<file path="src/rtl/ram_port_arbiter.sv">
// Two-port RAM arbiter: grants up to two requesters per cycle (A/B), registers RAM commands
// and routes read data back by tag. Define ARB_FIXED_PRIORITY_EN for fixed-priority grants.
module ram_port_arbiter #(
  parameter int unsigned DATA_WIDTH = 8,
  parameter int unsigned ADDR_WIDTH = 4,
  parameter int unsigned NUM_REQ    = 4
) (
  input  logic                             clk,
  input  logic                             rst,
  input  logic [NUM_REQ-1:0]               req_valid,
  input  logic [NUM_REQ-1:0]               req_we,
  input  logic [NUM_REQ*ADDR_WIDTH-1:0]    req_addr,
  input  logic [NUM_REQ*DATA_WIDTH-1:0]    req_wdata,
  output logic [NUM_REQ-1:0]               req_ready,
  output logic [NUM_REQ-1:0]               resp_valid,
  output logic [NUM_REQ*DATA_WIDTH-1:0]    resp_rdata,
  output logic                             wr_en_a,
  output logic                             rd_en_a,
  output logic [ADDR_WIDTH-1:0]            addr_a,
  output logic [DATA_WIDTH-1:0]            wdata_a,
  input  logic [DATA_WIDTH-1:0]            rdata_a,
  output logic                             wr_en_b,
  output logic                             rd_en_b,
  output logic [ADDR_WIDTH-1:0]            addr_b,
  output logic [DATA_WIDTH-1:0]            wdata_b,
  input  logic [DATA_WIDTH-1:0]            rdata_b
);

  localparam int unsigned IdW = (NUM_REQ > 1) ? $clog2(NUM_REQ) : 1;
  localparam logic [IdW-1:0] LastId = IdW'(NUM_REQ - 1);

  logic [ADDR_WIDTH-1:0] addr_arr  [NUM_REQ];
  logic [DATA_WIDTH-1:0] wdata_arr [NUM_REQ];

  for (genvar i = 0; i < NUM_REQ; i++) begin : g_unpack
    assign addr_arr[i]  = req_addr[i*ADDR_WIDTH +: ADDR_WIDTH];
    assign wdata_arr[i] = req_wdata[i*DATA_WIDTH +: DATA_WIDTH];
  end

  function automatic logic [IdW-1:0] next_id(input logic [IdW-1:0] id);
    return (id == LastId) ? '0 : id + 1'b1;
  endfunction

  // Grant scan
  logic [IdW-1:0] ptr_q, ptr_d;
  logic [IdW-1:0] scan_idx;
  logic [IdW-1:0] a_idx, b_idx;
  logic           a_found, b_found;
  logic           hazard, grant_a, grant_b;

  always_comb begin
    a_found  = 1'b0;
    b_found  = 1'b0;
    a_idx    = '0;
    b_idx    = '0;
    scan_idx = ptr_q;
    for (int unsigned k = 0; k < NUM_REQ; k++) begin
      if (req_valid[scan_idx]) begin
        if (!a_found) begin
          a_found = 1'b1;
          a_idx   = scan_idx;
        end else if (!b_found) begin
          b_found = 1'b1;
          b_idx   = scan_idx;
        end
      end
      scan_idx = next_id(scan_idx);
    end
  end

  // A same-address pair with any write lets only A through; the B slot stays empty.
  assign hazard  = a_found && b_found && (addr_arr[a_idx] == addr_arr[b_idx]) &&
                   (req_we[a_idx] || req_we[b_idx]);
  assign grant_a = rst && a_found;
  assign grant_b = rst && b_found && !hazard;

  always_comb begin
    req_ready = '0;
    if (grant_a) req_ready[a_idx] = 1'b1;
    if (grant_b) req_ready[b_idx] = 1'b1;
  end

  always_comb begin
    ptr_d = ptr_q;
`ifdef ARB_FIXED_PRIORITY_EN
    ptr_d = '0;
`else
    if (grant_b) begin
      ptr_d = next_id(b_idx);
    end else if (grant_a) begin
      ptr_d = next_id(a_idx);
    end
`endif
  end

  // Command stage
  logic                  wr_en_a_q, wr_en_a_d, rd_en_a_q, rd_en_a_d;
  logic                  wr_en_b_q, wr_en_b_d, rd_en_b_q, rd_en_b_d;
  logic [ADDR_WIDTH-1:0] addr_a_q, addr_a_d, addr_b_q, addr_b_d;
  logic [DATA_WIDTH-1:0] wdata_a_q, wdata_a_d, wdata_b_q, wdata_b_d;

  always_comb begin
    wr_en_a_d = grant_a && req_we[a_idx];
    rd_en_a_d = grant_a && !req_we[a_idx];
    addr_a_d  = grant_a ? addr_arr[a_idx]  : addr_a_q;
    wdata_a_d = grant_a ? wdata_arr[a_idx] : wdata_a_q;
    wr_en_b_d = grant_b && req_we[b_idx];
    rd_en_b_d = grant_b && !req_we[b_idx];
    addr_b_d  = grant_b ? addr_arr[b_idx]  : addr_b_q;
    wdata_b_d = grant_b ? wdata_arr[b_idx] : wdata_b_q;
  end

  assign wr_en_a = wr_en_a_q;
  assign rd_en_a = rd_en_a_q;
  assign addr_a  = addr_a_q;
  assign wdata_a = wdata_a_q;
  assign wr_en_b = wr_en_b_q;
  assign rd_en_b = rd_en_b_q;
  assign addr_b  = addr_b_q;
  assign wdata_b = wdata_b_q;

  // Tag pipeline: stage 1 sits alongside the command, stage 2 alongside RAM rdata.
  logic           rd1_a_q, rd1_a_d, rd2_a_q, rd2_a_d;
  logic           rd1_b_q, rd1_b_d, rd2_b_q, rd2_b_d;
  logic [IdW-1:0] id1_a_q, id1_a_d, id2_a_q, id2_a_d;
  logic [IdW-1:0] id1_b_q, id1_b_d, id2_b_q, id2_b_d;

  always_comb begin
    rd1_a_d = rd_en_a_d;
    id1_a_d = a_idx;
    rd1_b_d = rd_en_b_d;
    id1_b_d = b_idx;
    rd2_a_d = rd1_a_q;
    id2_a_d = id1_a_q;
    rd2_b_d = rd1_b_q;
    id2_b_d = id1_b_q;
  end

  // Response stage
  logic [NUM_REQ-1:0]    resp_valid_q, resp_valid_d;
  logic [DATA_WIDTH-1:0] resp_rdata_q [NUM_REQ];
  logic [DATA_WIDTH-1:0] resp_rdata_d [NUM_REQ];

  always_comb begin
    resp_valid_d = '0;
    resp_rdata_d = resp_rdata_q;
    if (rd2_a_q) begin
      resp_valid_d[id2_a_q] = 1'b1;
      resp_rdata_d[id2_a_q] = rdata_a;
    end
    if (rd2_b_q) begin
      resp_valid_d[id2_b_q] = 1'b1;
      resp_rdata_d[id2_b_q] = rdata_b;
    end
  end

  assign resp_valid = resp_valid_q;
  for (genvar i = 0; i < NUM_REQ; i++) begin : g_pack
    assign resp_rdata[i*DATA_WIDTH +: DATA_WIDTH] = resp_rdata_q[i];
  end

  always_ff @(posedge clk) begin
    if (!rst) begin
      ptr_q        <= '0;
      wr_en_a_q    <= 1'b0;
      rd_en_a_q    <= 1'b0;
      addr_a_q     <= '0;
      wdata_a_q    <= '0;
      wr_en_b_q    <= 1'b0;
      rd_en_b_q    <= 1'b0;
      addr_b_q     <= '0;
      wdata_b_q    <= '0;
      rd1_a_q      <= 1'b0;
      id1_a_q      <= '0;
      rd2_a_q      <= 1'b0;
      id2_a_q      <= '0;
      rd1_b_q      <= 1'b0;
      id1_b_q      <= '0;
      rd2_b_q      <= 1'b0;
      id2_b_q      <= '0;
      resp_valid_q <= '0;
      for (int i = 0; i < NUM_REQ; i++) resp_rdata_q[i] <= '0;
    end else begin
      ptr_q        <= ptr_d;
      wr_en_a_q    <= wr_en_a_d;
      rd_en_a_q    <= rd_en_a_d;
      addr_a_q     <= addr_a_d;
      wdata_a_q    <= wdata_a_d;
      wr_en_b_q    <= wr_en_b_d;
      rd_en_b_q    <= rd_en_b_d;
      addr_b_q     <= addr_b_d;
      wdata_b_q    <= wdata_b_d;
      rd1_a_q      <= rd1_a_d;
      id1_a_q      <= id1_a_d;
      rd2_a_q      <= rd2_a_d;
      id2_a_q      <= id2_a_d;
      rd1_b_q      <= rd1_b_d;
      id1_b_q      <= id1_b_d;
      rd2_b_q      <= rd2_b_d;
      id2_b_q      <= id2_b_d;
      resp_valid_q <= resp_valid_d;
      resp_rdata_q <= resp_rdata_d;
    end
  end

endmodule

</file>
<file path="config.mk">
export PLATFORM = sky130hd
export DESIGN_NAME = ram_port_arbiter
export DESIGN_NICKNAME = d
export VERILOG_FILES = /design/src/rtl/ram_port_arbiter.sv
export SDC_FILE = /design/constraint.sdc
export NUM_CORES = 1
export LEC_CHECK = 0
export BUFFER_PORTS_ARGS = -buffer_cell sky130_fd_sc_hd__buf_4
export CAP_MARGIN = 20
export CORE_AREA = 2 2 107 109
export CTS_CLUSTER_DIAMETER = 120
export DETAILED_ROUTE_END_ITERATION = 10
export DIE_AREA = 0 0 109 111
export PLACE_DENSITY_LB_ADDON = 0.2
export SYNTH_ARGS = -nofsm -noshare
export SYNTH_HDL_FRONTEND = slang
export SYNTH_SLANG_ARGS = --single-unit
</file>
<file path="constraint.sdc">
create_clock -name clk -period 5.6 [get_ports clk]
set_input_delay 0 -clock clk [delete_from_list [all_inputs] [get_ports clk]]
set_output_delay 0 -clock clk [all_outputs]
set_load 0.01 [all_outputs]
</file>
After elaboration in Yosys (flattened, before gate mapping)

Cells that the tools add are included.

Register bits: 76
Bits of input ports: 74
Output and inout port bits: 68
Word-level logic and storage cells: 152

Add/sub/neg operators: 5
Order comparisons: 18
Equality and inequality tests: 6
Multiplexer cells: 76
Bitwise logic cells: 6
Reductions and logical operators: 21

Operator list:

| kind                                                        | count |
|---|---|
| bitwise mux 32 bit                                          | 2 |
| 2-to-1 mux 32 bit                                           | 2 |
| 2-to-1 mux 8 bit                                            | 6 |
| 2-to-1 mux 2 bit                                            | 22 |
| binary-select mux 8 bit (select 2 bit)                      | 2 |
| demux 8 bit (select 2 bit)                                  | 2 |
| 2-to-1 mux 4 bit                                            | 8 |
| less-than comparator 2 x 3 -> 1 bit (second input constant) | 8 |
| 2-to-1 mux 1 bit                                            | 20 |
| binary-select mux 4 bit (select 2 bit)                      | 2 |
| logical AND 1 bit                                           | 16 |
| binary-select mux 1 bit (select 2 bit)                      | 6 |
| >= comparator 3 bit (second input constant)                 | 4 |
| NOT 2 -> 3 bit                                              | 4 |
| adder 2 x 1 -> 2 bit (second input constant)                | 5 |
| equality test 2 bit (second input constant)                 | 5 |
| demux 1 bit (select 2 bit)                                  | 4 |
| >= comparator 2 x 1 -> 1 bit (second input constant)        | 4 |
| OR 4 bit                                                    | 2 |
| less-than comparator 3 x 1 -> 1 bit (second input constant) | 2 |
| equality test 4 bit                                         | 1 |
| logical NOT 1 bit                                           | 3 |
| nonzero test 2 bit                                          | 1 |
| logical OR 1 bit                                            | 1 |

Depth between registers and ports, before layout

Depth after elaboration: 21
Gate-level depth with buffers: 14
Depth with buffers taken out: 11

Least setup slack after synthesis

Ideal clock, no wire load.

Kind: register to register
Start: register ptr_q[1]
End: register ptr_q[0]
Setup time: 0.117 ns
Arrival time: 3.628 ns
Data required time: 5.483 ns
Slack: 1.854 ns
Stages on the path, launching flop included: 14
Path buffers: 2
Clock period less this slack: 3.746 ns
Cell sequence: dfxtp_1 -> ha_1 -> buf_6 -> mux4_2 -> nand2b_1 -> a21oi_1 -> a31oi_1 -> o2bb2ai_2 -> mux4_1 -> xnor2_2 -> nand3_2 -> or3_1 -> buf_2 -> a32o_1

Word-level cells in the longest chain between the ends: 21
Elaborated cells on any way between the ends: 72
Classes of those cells: 5 x add/sub; 6 x eq/ne; 50 x mux; 2 x bitwise; 9 x reduce/logical

RTL lines:

| element                                                                       | line | source |
|---|---|---|
| from (decl)                                                                   | 45   | `logic [IdW-1:0] ptr_q, ptr_d;` |
| from (signal assigned)                                                        | 184  | `ptr_q <= ptr_d;` |
| parallel branches: the longest is 21 deep, another holds adder 2 x 1 -> 2 bit | n/a  |  |

Several ways; the timed one is not identified. The select of a mux whose other input is x is not followed.
A chain may end at the register's enable or synchronous reset.

Worst setup path after layout

Start: register ptr_q[0]
End: output port req_ready[3]

Word-level cells in the longest chain between the ends: 21
Elaborated cells on any way between the ends: 76
Classes of those cells: 3 x add/sub; 4 x order compare; 4 x eq/ne; 52 x mux; 3 x bitwise; 10 x reduce/logical

RTL lines:

| element                                                                                      | line | source |
|---|---|---|
| parallel branches: the longest is 20 deep, another holds less-than comparator 2 x 3 -> 1 bit | n/a  |  |
| 2-to-1 mux 4 bit *                                                                           | 80   | `if (grant_b) req_ready[b_idx] = 1'b1;` |
| to (decl)                                                                                    | 14   | `output logic [NUM_REQ-1:0] req_ready,` |

Mark *: on every way between the ends. The select of a mux whose other input is x is not followed.

==> flow_metrics.env <==
export IMPL_post_cts_buffers=0
export IMPL_p_comb_share_pct=62.0
export IMPL_power_density_nw_per_um2=630
export IMPL_status="finished clean"
export IMPL_fmax_mhz=196
export IMPL_io_pins=142
export IMPL_vias=3996
export IMPL_yosysSeqAreaShare_pct=35.2
export IMPL_yosysTopAreaCellShare_pct=35.2
export IMPL_design_power_total_mw=3.70
export IMPL_finalHoldViolations=0
export IMPL_grt_max_degree=54
export IMPL_port_buffers=141
export IMPL_drtIter0Drc=207
export IMPL_worstSetupPathType="reg -> out"
export IMPL_grt_setup_unrepaired="false"
export IMPL_startpoint_type="flop"
export IMPL_netlist_top_cells_area="dfxtp_1 (35%), mux2i_1 (16%), a211oi_1 (8.9%)"
export IMPL_fillerInstances=1014
export IMPL_cap_viol_max_count=0
export IMPL_async_reset_ff_share_pct=0
export IMPL_dp_cells=724
export IMPL_setup_ws_ns=0.496
export IMPL_seqPwrFrac_pct=20.7
export IMPL_initial_core_util_pct=39.0
export IMPL_slew_violations=0
export IMPL_fin_cells=748
export IMPL_fin_worst_skew_ns=0.00739
export IMPL_dieWidth_um=109
export IMPL_synth_edff_count=0
export IMPL_numCtsBuffers=9
export IMPL_final_core_util_pct=53.0
export IMPL_finalSetupViolations=0
export IMPL_ys_ff_latch=76
export IMPL_clkTransAtPathRegs_ns=0.06
export IMPL_hold_buffers=8
export IMPL_min_from="rdata_a[4]"
export IMPL_diodes=0
export IMPL_p_switching_mw=1.59
export IMPL_crit_family="multiplexers"
export IMPL_layout_drive_gt1_share_pct=31.6
export IMPL_crit_path_top_delay_cell="dfxtp_1"
export IMPL_coreArea_um2=11100
export IMPL_drtPass1Iterations=4
export IMPL_cp_num_buf_inv=2
export IMPL_cts_sinks=76
export IMPL_detail_route_antenna_nets=0
export IMPL_syn_to_final_growth_pct=35.9
export IMPL_synth_area_per_cell_um2=9.27
export IMPL_grt_antenna_before_repair=0
export IMPL_timing_final_crit_share_pct=91.2
export IMPL_switching_share_pct=42.9
export IMPL_design_area_um2=5870
export IMPL_hpwl_um=8840
export IMPL_ys_types=52
export IMPL_placed_area_um2=5460
export IMPL_grt_usage_pct=20.4
export IMPL_first_global_vias=3861
export IMPL_gp_congestion=0.836
export IMPL_slowest_delay_ns=0.70
export IMPL_holdWs_ns=0.0445
export IMPL_slew_headroom_pct=35.9
export IMPL_leakagePower_nw=2.74
export IMPL_clock_latency_ns=0.33
export IMPL_arrival_ns=5.10
export IMPL_cp_data_required_time_ns=5.60
export IMPL_vias_per_cell=5.34
export IMPL_synth_top_area_cell="dfxtp_1"
export IMPL_yosys_top_cells_count="dfxtp_1 (76), mux2i_1 (68), nor2_1 (58)"
export IMPL_crit_top_cell="buf_4"
export IMPL_overflow=0
export IMPL_drc=0
export IMPL_setup_tns_final_ns=0
export IMPL_clk_path_buf_depth=2
export IMPL_yosys_most_used_dff="dfxtp_1"
export IMPL_syn_area_um2=4320
export IMPL_rr_startpoint="ptr_q[0]"
export IMPL_endpoint_kind="output port"
export IMPL_tightest_slew_ns=0.959
export IMPL_routedWlPerCell_um=16.4
export IMPL_clock_root_buffer="clkbuf_16"
export IMPL_die_h_um=111
export IMPL_synth_most_common_cell="dfxtp_1"
export IMPL_pre_cts_ws_ns=0.807
export IMPL_rows=39
export IMPL_syn_instance_count=466
export IMPL_hold_path_class="in -> reg"
export IMPL_path_max_fanout=18
export IMPL_layout_min_cycle_time_ns=5.10
export IMPL_die_area_um2=12100
export IMPL_ys_warn_count=0
export IMPL_internal_power_mw=2.11
export IMPL_crit_path_cell_trace="ha_1 -> mux4_2 -> nand2b_1 -> a21oi_1 -> a31oi_1 -> o2bb2ai_2 -> buf_4 -> mux4_1 -> xnor2_1 -> nand3_2 -> or3_1 -> a32o_1 -> buf_4"
export IMPL_peakVddDrop_uv=344
export IMPL_clkPwrFrac_pct=17.2
export IMPL_nNetsFinal=683
export IMPL_totalWireLength_um=12300
export IMPL_grt_pass1_wl_um=19600
export IMPL_htree_levels=3
export IMPL_synth_fp_nets=549
export IMPL_cts_resized_gates=0
export IMPL_crit_start="ptr_q[0]"
export IMPL_cts_tree="done"
-- final timing paths --
check	end	slack, ns	cells past startpoint
setup / recovery	req_ready[3]	0.50	13
hold / removal	resp_rdata[20]	0.04	3
setup reg to reg	wdata_b[1]	0.83	13
hold reg to reg	id2_a_q[1]	0.43	1
-- power groups by stage --
stage / Combinational, mW / Sequential (mW) / Clock [mW]
after CTS: 2.31 / 0.767 / 0.647
after detailed placement: 2.29 / 0.776 / 0
after global placement: 2.26 / 0.776 / 0
after floorplan: 1.65 / 0.795 / 0
after global routing: 2.53 / 0.780 / 0.674
final: 2.29 / 0.767 / 0.636
-- cell type report --
type / count / area (um2) / area share (%)
Multi-Input combinational cell: 347 / 2610 / 44.5
Sequential cell: 76 / 1520 / 25.9
Timing Repair Buffer: 155 / 1180 / 20.2
Clock inverter: 3 / 68.8 / 1.17
Clock buffer: 13 / 260 / 4.43
Inverter: 11 / 41.3 / 0.704
Tap cell: 143 / 179 / 3.05
-- worst reg2reg max path: cells and delay by family (launching register included) --
kind                     cells  cell delay (ns)
multiplexers                 3             1.50
XOR/XNOR                     1             0.18
AND/OR/NAND/NOR              2             0.31
adder cells (fa/ha/maj)      1             0.42
buffers and inverters        2             0.61
flip-flops                   1             0.70
AO/OA/AOI/OAI                4             1.00
-- routing by layer --
layer | global-route usage (%) | up-vias | share of wire [%]
met5 | 0 | - | 0
met4 | 7.35 | 0 | 1.7
met3 | 4.06 | 17 | 6.7
met2 | 32.8 | 141 | 47
met1 | 26.9 | 1870 | 45
li1 | - | 1968 | -
-- kinds of logic (layout without fill, tap and decap cells) --
group,count (synthesis),count (layout),share of synthesized area [%]
buffers and inverters,43,182,4.40
and+or+nand+nor,140,140,15.1
DFF,76,76,35.2
xor gates and xnor gates,4,4,0.985
AOI/OAI and AO/OA,107,107,18.5
adders and majority gates,9,9,2.61
muxes,87,87,23.2
-- flip-flops by register name (all words and copies together) (netlist names), 2 cells and up --
register,count
resp_rdata,32
wdata_a,8
wdata_b,8
addr_a,4
addr_b,4
resp_valid,4
id1_a_q,2
id1_b_q,2
id2_a_q,2
id2_b_q,2
ptr_q,2
-- placed cells by master, fill, tap and decap left out, types with 3 or more instances in the layout --
cell / n
mux2_1: 3
dlygate4sd3_1: 8
o21ai_0: 14
a21oi_1: 19
clkbuf_16: 9
nand3b_1: 4
nor2b_1: 10
mux4_1: 4
nand3_1: 10
buf_4: 147
nor2_1: 57
a211oi_1: 51
mux4_2: 4
and2_1: 9
and3_1: 3
inv_2: 4
a32o_1: 7
ha_1: 9
nand2_1: 35
dfxtp_1: 76
mux2_2: 8
mux2i_1: 68
inv_1: 7
Note: power is estimated with default switching activity, not from simulation.
